[src/rtl/life_pkg.sv]
// Shared types for the life datapath frame loader.
package life_pkg;

   // Frame loader control states.
   typedef enum logic [1:0] {
      IDLE = 2'd0,
      LOAD = 2'd1,
      DONE = 2'd2
   } loader_state_t;

endpackage

[src/rtl/demux_load_n_decoder.sv]
// Binary-to-one-hot decoder: the write-side counterpart of the mux_n read tree.
// Only the N real cell positions are produced; codes >= N light no output.
module decoder_n #(
   parameter int N = 8
) (
   input  logic [$clog2(N)-1:0] a,
   input  logic                 en,
   output logic [N-1:0]         y
);

   localparam int AW = $clog2(N);

   // One-hot select of cell a, gated by en.
   always_comb begin
      y = '0;
      for (int i = 0; i < N; i++) begin
         if (en && (a == AW'(i))) begin
            y[i] = 1'b1;
         end
      end
   end

endmodule

[src/rtl/demux_load_n.sv]
// Serial-to-parallel frame loader. Cell bits arrive one per accepted
// handshake, are steered into a shadow register by the write address, and
// the complete frame is committed to q in a single edge so downstream logic
// never observes a partially loaded frame.
module demux_load_n
   import life_pkg::*;
#(
   parameter int N = 8
) (
   input  logic                 clk,
   input  logic                 rst,
   input  logic                 load_start,
   input  logic                 abort,
   input  logic                 din,
   input  logic                 din_valid,
   output logic                 din_ready,
   output logic [$clog2(N)-1:0] addr,
   output logic [N-1:0]         q,
   output logic                 busy,
   output logic                 frame_done
);

   localparam int            AW   = $clog2(N);
   localparam logic [AW-1:0] LAST = AW'(N - 1);

   loader_state_t r_state;
   loader_state_t w_next_state;
   logic [AW-1:0] r_addr;
   logic [N-1:0]  r_shadow;
   logic [N-1:0]  r_q;

   logic          w_accept;
   logic          w_last;
   logic          w_start;
   logic [N-1:0]  w_we;
   logic [N-1:0]  w_shadow_nxt;

   // Abort has priority: a bit presented alongside abort is dropped.
   assign w_accept = (r_state == LOAD) && din_valid && !abort;
   assign w_last   = (r_addr == LAST);
   assign w_start  = (r_state == IDLE) && load_start;

   decoder_n #(.N(N)) u_dec (
      .a  (r_addr),
      .en (w_accept),
      .y  (w_we)
   );

   // Shadow with the current bit merged in; on the last accept this is the
   // full frame, so it feeds the commit directly and saves a cycle.
   assign w_shadow_nxt = (r_shadow & ~w_we) | ({N{din}} & w_we);

   // State register.
   always_ff @(posedge clk or posedge rst) begin
      if (rst) begin
         r_state <= IDLE;
      end else begin
         r_state <= w_next_state;
      end
   end

   // Next-state logic; status outputs depend on the current state only.
   always_comb begin
      w_next_state = r_state;
      din_ready    = 1'b0;
      busy         = 1'b0;
      frame_done   = 1'b0;
      case (r_state)
         IDLE: begin
            if (load_start) begin
               w_next_state = LOAD;
            end
         end
         LOAD: begin
            din_ready = 1'b1;
            busy      = 1'b1;
            if (abort) begin
               w_next_state = IDLE;
            end else if (w_accept && w_last) begin
               w_next_state = DONE;
            end
         end
         DONE: begin
            busy         = 1'b1;
            frame_done   = 1'b1;
            w_next_state = IDLE;
         end
         default: begin
            w_next_state = IDLE;
         end
      endcase
   end

   // Write address and shadow frame; address wraps to 0 after cell N-1.
   always_ff @(posedge clk or posedge rst) begin
      if (rst) begin
         r_addr   <= '0;
         r_shadow <= '0;
      end else if (w_start) begin
         r_addr   <= '0;
         r_shadow <= '0;
      end else if (r_state == LOAD) begin
         if (abort) begin
            r_addr   <= '0;
            r_shadow <= '0;
         end else if (w_accept) begin
            r_shadow <= w_shadow_nxt;
            r_addr   <= w_last ? '0 : r_addr + 1'b1;
         end
      end
   end

   // Committed frame; changes only on the final accept of a frame.
   always_ff @(posedge clk or posedge rst) begin
      if (rst) begin
         r_q <= '0;
      end else if (w_accept && w_last) begin
         r_q <= w_shadow_nxt;
      end
   end

   assign addr = r_addr;
   assign q    = r_q;

endmodule

[config.mk]
export PLATFORM = sky130hd
export DESIGN_NAME = demux_load_n
export DESIGN_NICKNAME = d
export VERILOG_FILES = /design/src/rtl/life_pkg.sv /design/src/rtl/demux_load_n_decoder.sv /design/src/rtl/demux_load_n.sv
export SDC_FILE = /design/constraint.sdc
export NUM_CORES = 1
export LEC_CHECK = 0
export BUFFER_PORTS_ARGS = -buffer_cell sky130_fd_sc_hd__buf_4
export CAP_MARGIN = 20
export CORE_ASPECT_RATIO = 1.4
export CORE_UTILIZATION = 57
export DETAILED_ROUTE_END_ITERATION = 6
export GPL_TIMING_DRIVEN = 0
export PLACE_DENSITY_LB_ADDON = 0.05
export SLEW_MARGIN = 20
export SYNTH_ARGS = -nofsm -noshare
export SYNTH_HDL_FRONTEND = slang
export SYNTH_SLANG_ARGS = --single-unit
[constraint.sdc]
create_clock -name clk -period 3.33 [get_ports clk]
set_clock_uncertainty 0.1 [all_clocks]
set_input_delay 0.666 -clock clk [delete_from_list [all_inputs] [get_ports clk]]
set_output_delay 0.666 -clock clk [all_outputs]
set_load 0.02 [all_outputs]
==> out/qor.yml, run 1 <==
critical_path.startpoint_type: "flop"
power_leakage_nw: 0.639
period_share_pct: 63.3
power_density_mw_per_mm2: 550
synth.net_count: 121
worstSetupPathType: "flop to output port"
rr_endpoint: "q[1]$_DFFE_PP0P_"
worstHoldPathType: "input port to async pin"
drcViolationCount: 0
fmaxAchievable_ghz: 0.475
cp_data_arrival_time_ps: 1340
grt_max_degree: 21
syn_area_sq_mm: 0.00106
fp.dieArea_sq_mm: 0.00203
critical_path.top_delay_family: "flip-flops"
clock-root-buffer: "clkbuf_4"
fp.dieW_um: 38.4
cell_type_of_the_slowest_stage_on_the_worst_timing_path: "dfrtp_1"
launch_point_of_the_worst_path: "r_state[1]$_DFFE_PP0P_"
min_period_ps: 2110
fin_nets: 144
clkTransAtPathRegs_ps: 120
antenna_violations_before_repair: 0
worst-endpoint-required_ps: 2560
rsz0062_at_grt: "false"
cts.repair.resized: 0
die_height_um: 52.9
via_count_of_the_first_global_routing_pass: 755
pin_count: 20
flip_flop_and_latch_area_sq_um: 500
synthCells: 105
dpl.hpwl_mm: 1.45
final_hold_viol_count: 0
drt-pass1-iter-count: 4
outcome: "completed"
endpoint_kind_of_the_worst_setup_timing_path: "output port"
maximum_level_of_the_cts_h_tree: 1
tritoncts: "built"
synth_seq_cells: 20
cts_inserted_buffers: 3
vias: 815
detailedRoute.firstIterationViolations: 11
cell_breakdown_of_the_critical_path: "inv_1 -> ha_1 -> buf_4"
layout-drive-gt1-share_pct: 20.5
std_cell_rows: 18
synth_edf_count: 0
finalMaxSlewViolations: 0
fin_setup_tns_ps: 0
critical_path.n_buffers_inverters: 2
worst_path_largest_cell_delay_ps: 420
routed_via_density: 5.54
ir_drop_mv: 0.423
instance_count_after_placement_with_tap_cells_included: 143
place_ws_ps: 1470
synth_warnings: 0
area_growth_pct: 20.1
final-setup-viol-count: 0
gr-total-overflow: 0
routed_wire_length_per_instance_um: 13.6
drt-total-wl_mm: 2.00
grt.total_usage_pct: 23.3
r2r_start: "addr[0]$_DFFE_PP0P_"
gp_congestion: 0.782
synth.lib_cells_used.distinct: 22
layout_commonest_cell: "dfrtp_1"
number_of_non_filler_instances_in_the_completed_layout: 147
synth_top_flop_cell: "dfrtp_1"
r2r_cells: 5
postRouteAntennaNets: 0
start_util_pct: 60.1
layout_setup_ws_ps: 1220
drv_cap: 0
diode_count: 0
floorplan.core_area_sq_mm: 0.00176
synth-seq-area-share_pct: 47.4
tritoncts_num_sinks: 20
numPortBuffers: 18
clkLatencyLatePin_ps: 320
ys_async_rst_share_pct: 100
grt_pass1_wl_mm: 3.31
syn_area_per_cell_sq_um: 10.1
worstMarginPinSlew_ps: 759
maximum_buffer_depth_of_the_clock_tree: 2
most-common-layout-cells: "dfrtp_1, buf_4, o21ai_0"
post-cts-setup-buffers: 0
fill_cells: 128
relSlewSlack_pct: 49.3
area_taken_by_multi_input_logic_gates_sq_um: 517
ff2ff_setup_slack_ps: 1490
cts_hold_buffers: 0
critPathMaxFanout: 7
## cell type report
cell class	instances	share of cell area (%)
Buffer	2	0.690
Clock buffer	3	1.78
Clock inverter	1	2.37
Inverter	8	2.37
Multi-Input combinational cell	75	40.7
Sequential cell	20	39.4
Tap cell	20	1.97
Timing Repair Buffer	18	10.7
## sequential cells by signal, indices dropped and copies added (netlist names)
signal    cells
q             8
r_shadow      7
addr          3
r_state       2
## synth_stat cells (all sizes together) (2+ instances only)
cell type / n / area [sq um]
nor2b: 2 / 12.5
o22ai: 7 / 43.8
ha: 10 / 125
mux2: 2 / 22.5
inv: 8 / 30.0
mux2i: 7 / 70.1
dfrtp: 20 / 500
a21oi: 2 / 10.0
nand2: 17 / 66.3
o21ai: 17 / 85.1
nand2b: 3 / 18.8
a21boi: 2 / 15.0
## worst reg2reg max path, stage by stage, from the launching register on
cell	delay [ps]
dfrtp_1	460
ha_1	200
ha_1	210
nand4b_1	290
buf_2	290
o21ai_0	210
## worst max-delay path by stage
stage	endpoint	slack [ps]	cells after the start
finish	din_ready	1220	3
global placement	q[5]$_DFFE_PP0P_	1530	5
CTS	din_ready	1240	3
global route	din_ready	1170	3
detailed placement	q[1]$_DFFE_PP0P_	1470	4
floorplan	addr[1]$_DFFE_PP0P_	1600	4
## kinds of logic after synthesis
| logic type | after synthesis | synth area share (%) |
|---|---|---|
| AOI/OAI and AO/OA | 29 | 15.3 |
| adders and majority gates | 10 | 11.8 |
| buffers and inverters | 10 | 3.67 |
| DFF | 20 | 47.4 |
| muxes | 9 | 8.77 |
| and+or+nand+nor | 27 | 13.0 |
## metrics by stage
stage          area (sq um)  hold slack (ps)  power (mW)  utilization (%)
2_1_floorplan          1060              400       0.433                -
3_3_place_gp           1220              362       0.493             69.2
3_5_place_dp           1220              372       0.498             69.2
4_1_cts                1270              396       0.699             72.2
5_1_grt                1270              410       0.736             72.2
6_report               1270              368       0.697             72.2
## layer usage
layer  up-vias  wire length (um)  global-route usage [%]
met5         -                 0                       0
met4         0                47                    10.3
met3         5                50                    2.52
met2        17              1020                    39.3
met1       383               880                    29.2
li1        410                 -                       -
## power breakdown
part           internal (mW)  switching [mW]
sequential             0.259          0.0167
clock                  0.122          0.0818
combinational         0.0877           0.130
total                  0.469           0.228
(Power assumes the default switching activity.)
==> run 2: changes to the inputs <==
--- a/config.mk
+++ b/config.mk
@@ -8,7 +8,7 @@
 export BUFFER_PORTS_ARGS = -buffer_cell sky130_fd_sc_hd__buf_4
 export CAP_MARGIN = 20
 export CORE_ASPECT_RATIO = 1.4
-export CORE_UTILIZATION = 57
+export CORE_UTILIZATION = 48
 export DETAILED_ROUTE_END_ITERATION = 6
 export GPL_TIMING_DRIVEN = 0
 export PLACE_DENSITY_LB_ADDON = 0.05
==> constraint.sdc (replaced) <==
create_clock -name clk -period 1.8 [get_ports clk]
set_clock_uncertainty 0.1 [all_clocks]
set_input_delay 0.36 -clock clk [delete_from_list [all_inputs] [get_ports clk]]
set_output_delay 0.36 -clock clk [all_outputs]
set_load 0.02 [all_outputs]
==> out/qor.yml, run 2 (synthesis gave the netlist of run 1 again) <==
outcome: "completed"
layout_commonest_cell: "buf_4"
power_leakage_nw: 0.630  # -1.3%
tritoncts: "built"
fill_cells: 170  # +33%
worstHoldPathType: "input port to async pin"
numPortBuffers: 18  # unchanged
worst-endpoint-required_ps: 1340  # -1220 ps
cp_data_arrival_time_ps: 1260  # -80 ps
tritoncts_num_sinks: 20  # unchanged
cts_inserted_buffers: 3  # unchanged
detailedRoute.firstIterationViolations: 22  # +11
period_share_pct: 95.5
clkLatencyLatePin_ps: 300  # -20 ps
die_height_um: 57.5  # +8.6%
layout_setup_ws_ps: 81.4  # -1140 ps
r2r_start: "addr[0]$_DFFE_PP0P_"
pin_count: 20  # unchanged
final_hold_viol_count: 0  # unchanged
maximum_level_of_the_cts_h_tree: 1  # unchanged
worstMarginPinSlew_ps: 765  # +5.19 ps
fp.dieArea_sq_mm: 0.00239  # +18%
grt.total_usage_pct: 20.4  # -2.8 points
relSlewSlack_pct: 49.0  # -0.35 points
largest_register_ffs: 8  # unchanged
fp.dieW_um: 41.6  # +8.5%
antenna_violations_before_repair: 0  # unchanged
routed_via_density: 5.53  # -0.25%
floorplan.core_area_sq_mm: 0.00202  # +15%
most-common-layout-cells: "buf_4, dfrtp_1, o21ai_0"
clkTransAtPathRegs_ps: 110  # about the same
drt-total-wl_mm: 2.12  # +5.6%
finalMaxSlewViolations: 0  # unchanged
launch_point_of_the_worst_path: "r_state[0]$_DFFE_PP0P_"
fin_nets: 146  # +1.4%
clock-root-buffer: "clkbuf_4"
worstSetupPathType: "flop to output port"
power_density_mw_per_mm2: 902  # +64%
postRouteAntennaNets: 0  # unchanged
critPathMaxFanout: 3  # -4
layout-drive-gt1-share_pct: 24.2  # +3.7 points
routed_wire_length_per_instance_um: 14.2  # +4.2%
grt_pass1_wl_mm: 3.64  # +10%
critical_path.startpoint_type: "flop"
drt-pass1-iter-count: 4  # unchanged
drv_cap: 0  # unchanged
endpoint_kind_of_the_worst_setup_timing_path: "output port"
gr-total-overflow: 0  # unchanged
drcViolationCount: 0  # unchanged
maximum_buffer_depth_of_the_clock_tree: 2  # unchanged
via_count_of_the_first_global_routing_pass: 807  # +6.9%
diode_count: 0  # unchanged
cts_hold_buffers: 0  # unchanged
dpl.hpwl_mm: 1.47  # +1.0%
area_growth_pct: 20.7
min_period_ps: 1720
final-setup-viol-count: 0  # unchanged
vias: 824  # +1.1%
start_util_pct: 52.3  # -7.9 points
place_ws_ps: -75.6  # -1550 ps
ir_drop_mv: 0.778  # +84%
fmaxAchievable_ghz: 0.582
grt_max_degree: 21  # unchanged
gp_congestion: 0.763  # -2.4%
std_cell_rows: 19  # +1
rsz0062_at_grt: "false"
fin_setup_tns_ps: 0  # unchanged
-- run 2: cell count changes in the layout (fill, tap and decap cells not counted), sizes merged --
cell,before,now
buf,19,21
bufinv,1,0
-- run 2: metal layers --
| metal | part of all wire (%) | track usage, % | vias up | wire (um) |
|---|---|---|---|---|
| li1 | - | - | 418 | - |
| met1 | 45 | 24.6 | 380 | 945 |
| met2 | 50 | 34.8 | 21 | 1050 |
| met3 | 3.2 | 1.90 | 5 | 67 |
| met4 | 2.5 | 12.4 | 0 | 52 |
| met5 | 0 | 0 | - | 0 |
-- run 2: what timing repair did --
item,CTS,global route
resized for setup,0,8
setup endpoints to repair,8,13
setup buffers,2,0
pin swaps,1,1
-- run 2: stage by stage --
step                utilization, %  instance area, sq um  power, mW  cells  hold slack [ps]
floorplan                        -                  1060      0.801    105              224
global placement              60.2                  1220      0.917    144              362
detailed placement            60.2                  1220      0.924    144              371
CTS                           62.1                  1250       1.14    149              112
global route                  63.1                  1270       1.22    149              145
finish                        63.1                  1270       1.15    149             87.3
-- run 2: area by class of cell --
class                      instances  area, sq um  area share (%)
tap                               21         26.3            2.06
multi-input combinational         75          532            41.7
inverter                           8         30.0            2.36
sequential                        20          503            39.5
timing repair buffer              20          150            11.8
clock buffer                       3         22.5            1.77
buffer                             2         11.3           0.883
-- run 2: power by group --
part / leakage [nW] / internal [mW] / total (mW) / switching [mW]
sequential: 0.273 / 0.482 / 0.518 / 0.0363
combinational: 0.344 / 0.177 / 0.421 / 0.244
clock: 0.0138 / 0.0780 / 0.211 / 0.133
-- run 2: path summary, 6_finish.rpt --
kind	cells after the start	slack, ps	end
max in group asynchronous	2	980	addr[0]$_DFFE_PP0P_
min	2	90	q[5]$_DFFE_PP0P_
min in group clk	2	150	addr[2]$_DFFE_PP0P_
min reg2reg	2	390	q[1]$_DFFE_PP0P_
max reg2reg	4	110	addr[1]$_DFFE_PP0P_
max	3	80	busy
-- run 2: worst max-delay path, stage by stage, from the launching register on --
cell and delay, ps:
dfrtp_1 420, inv_1 100, ha_1 290, buf_4 160
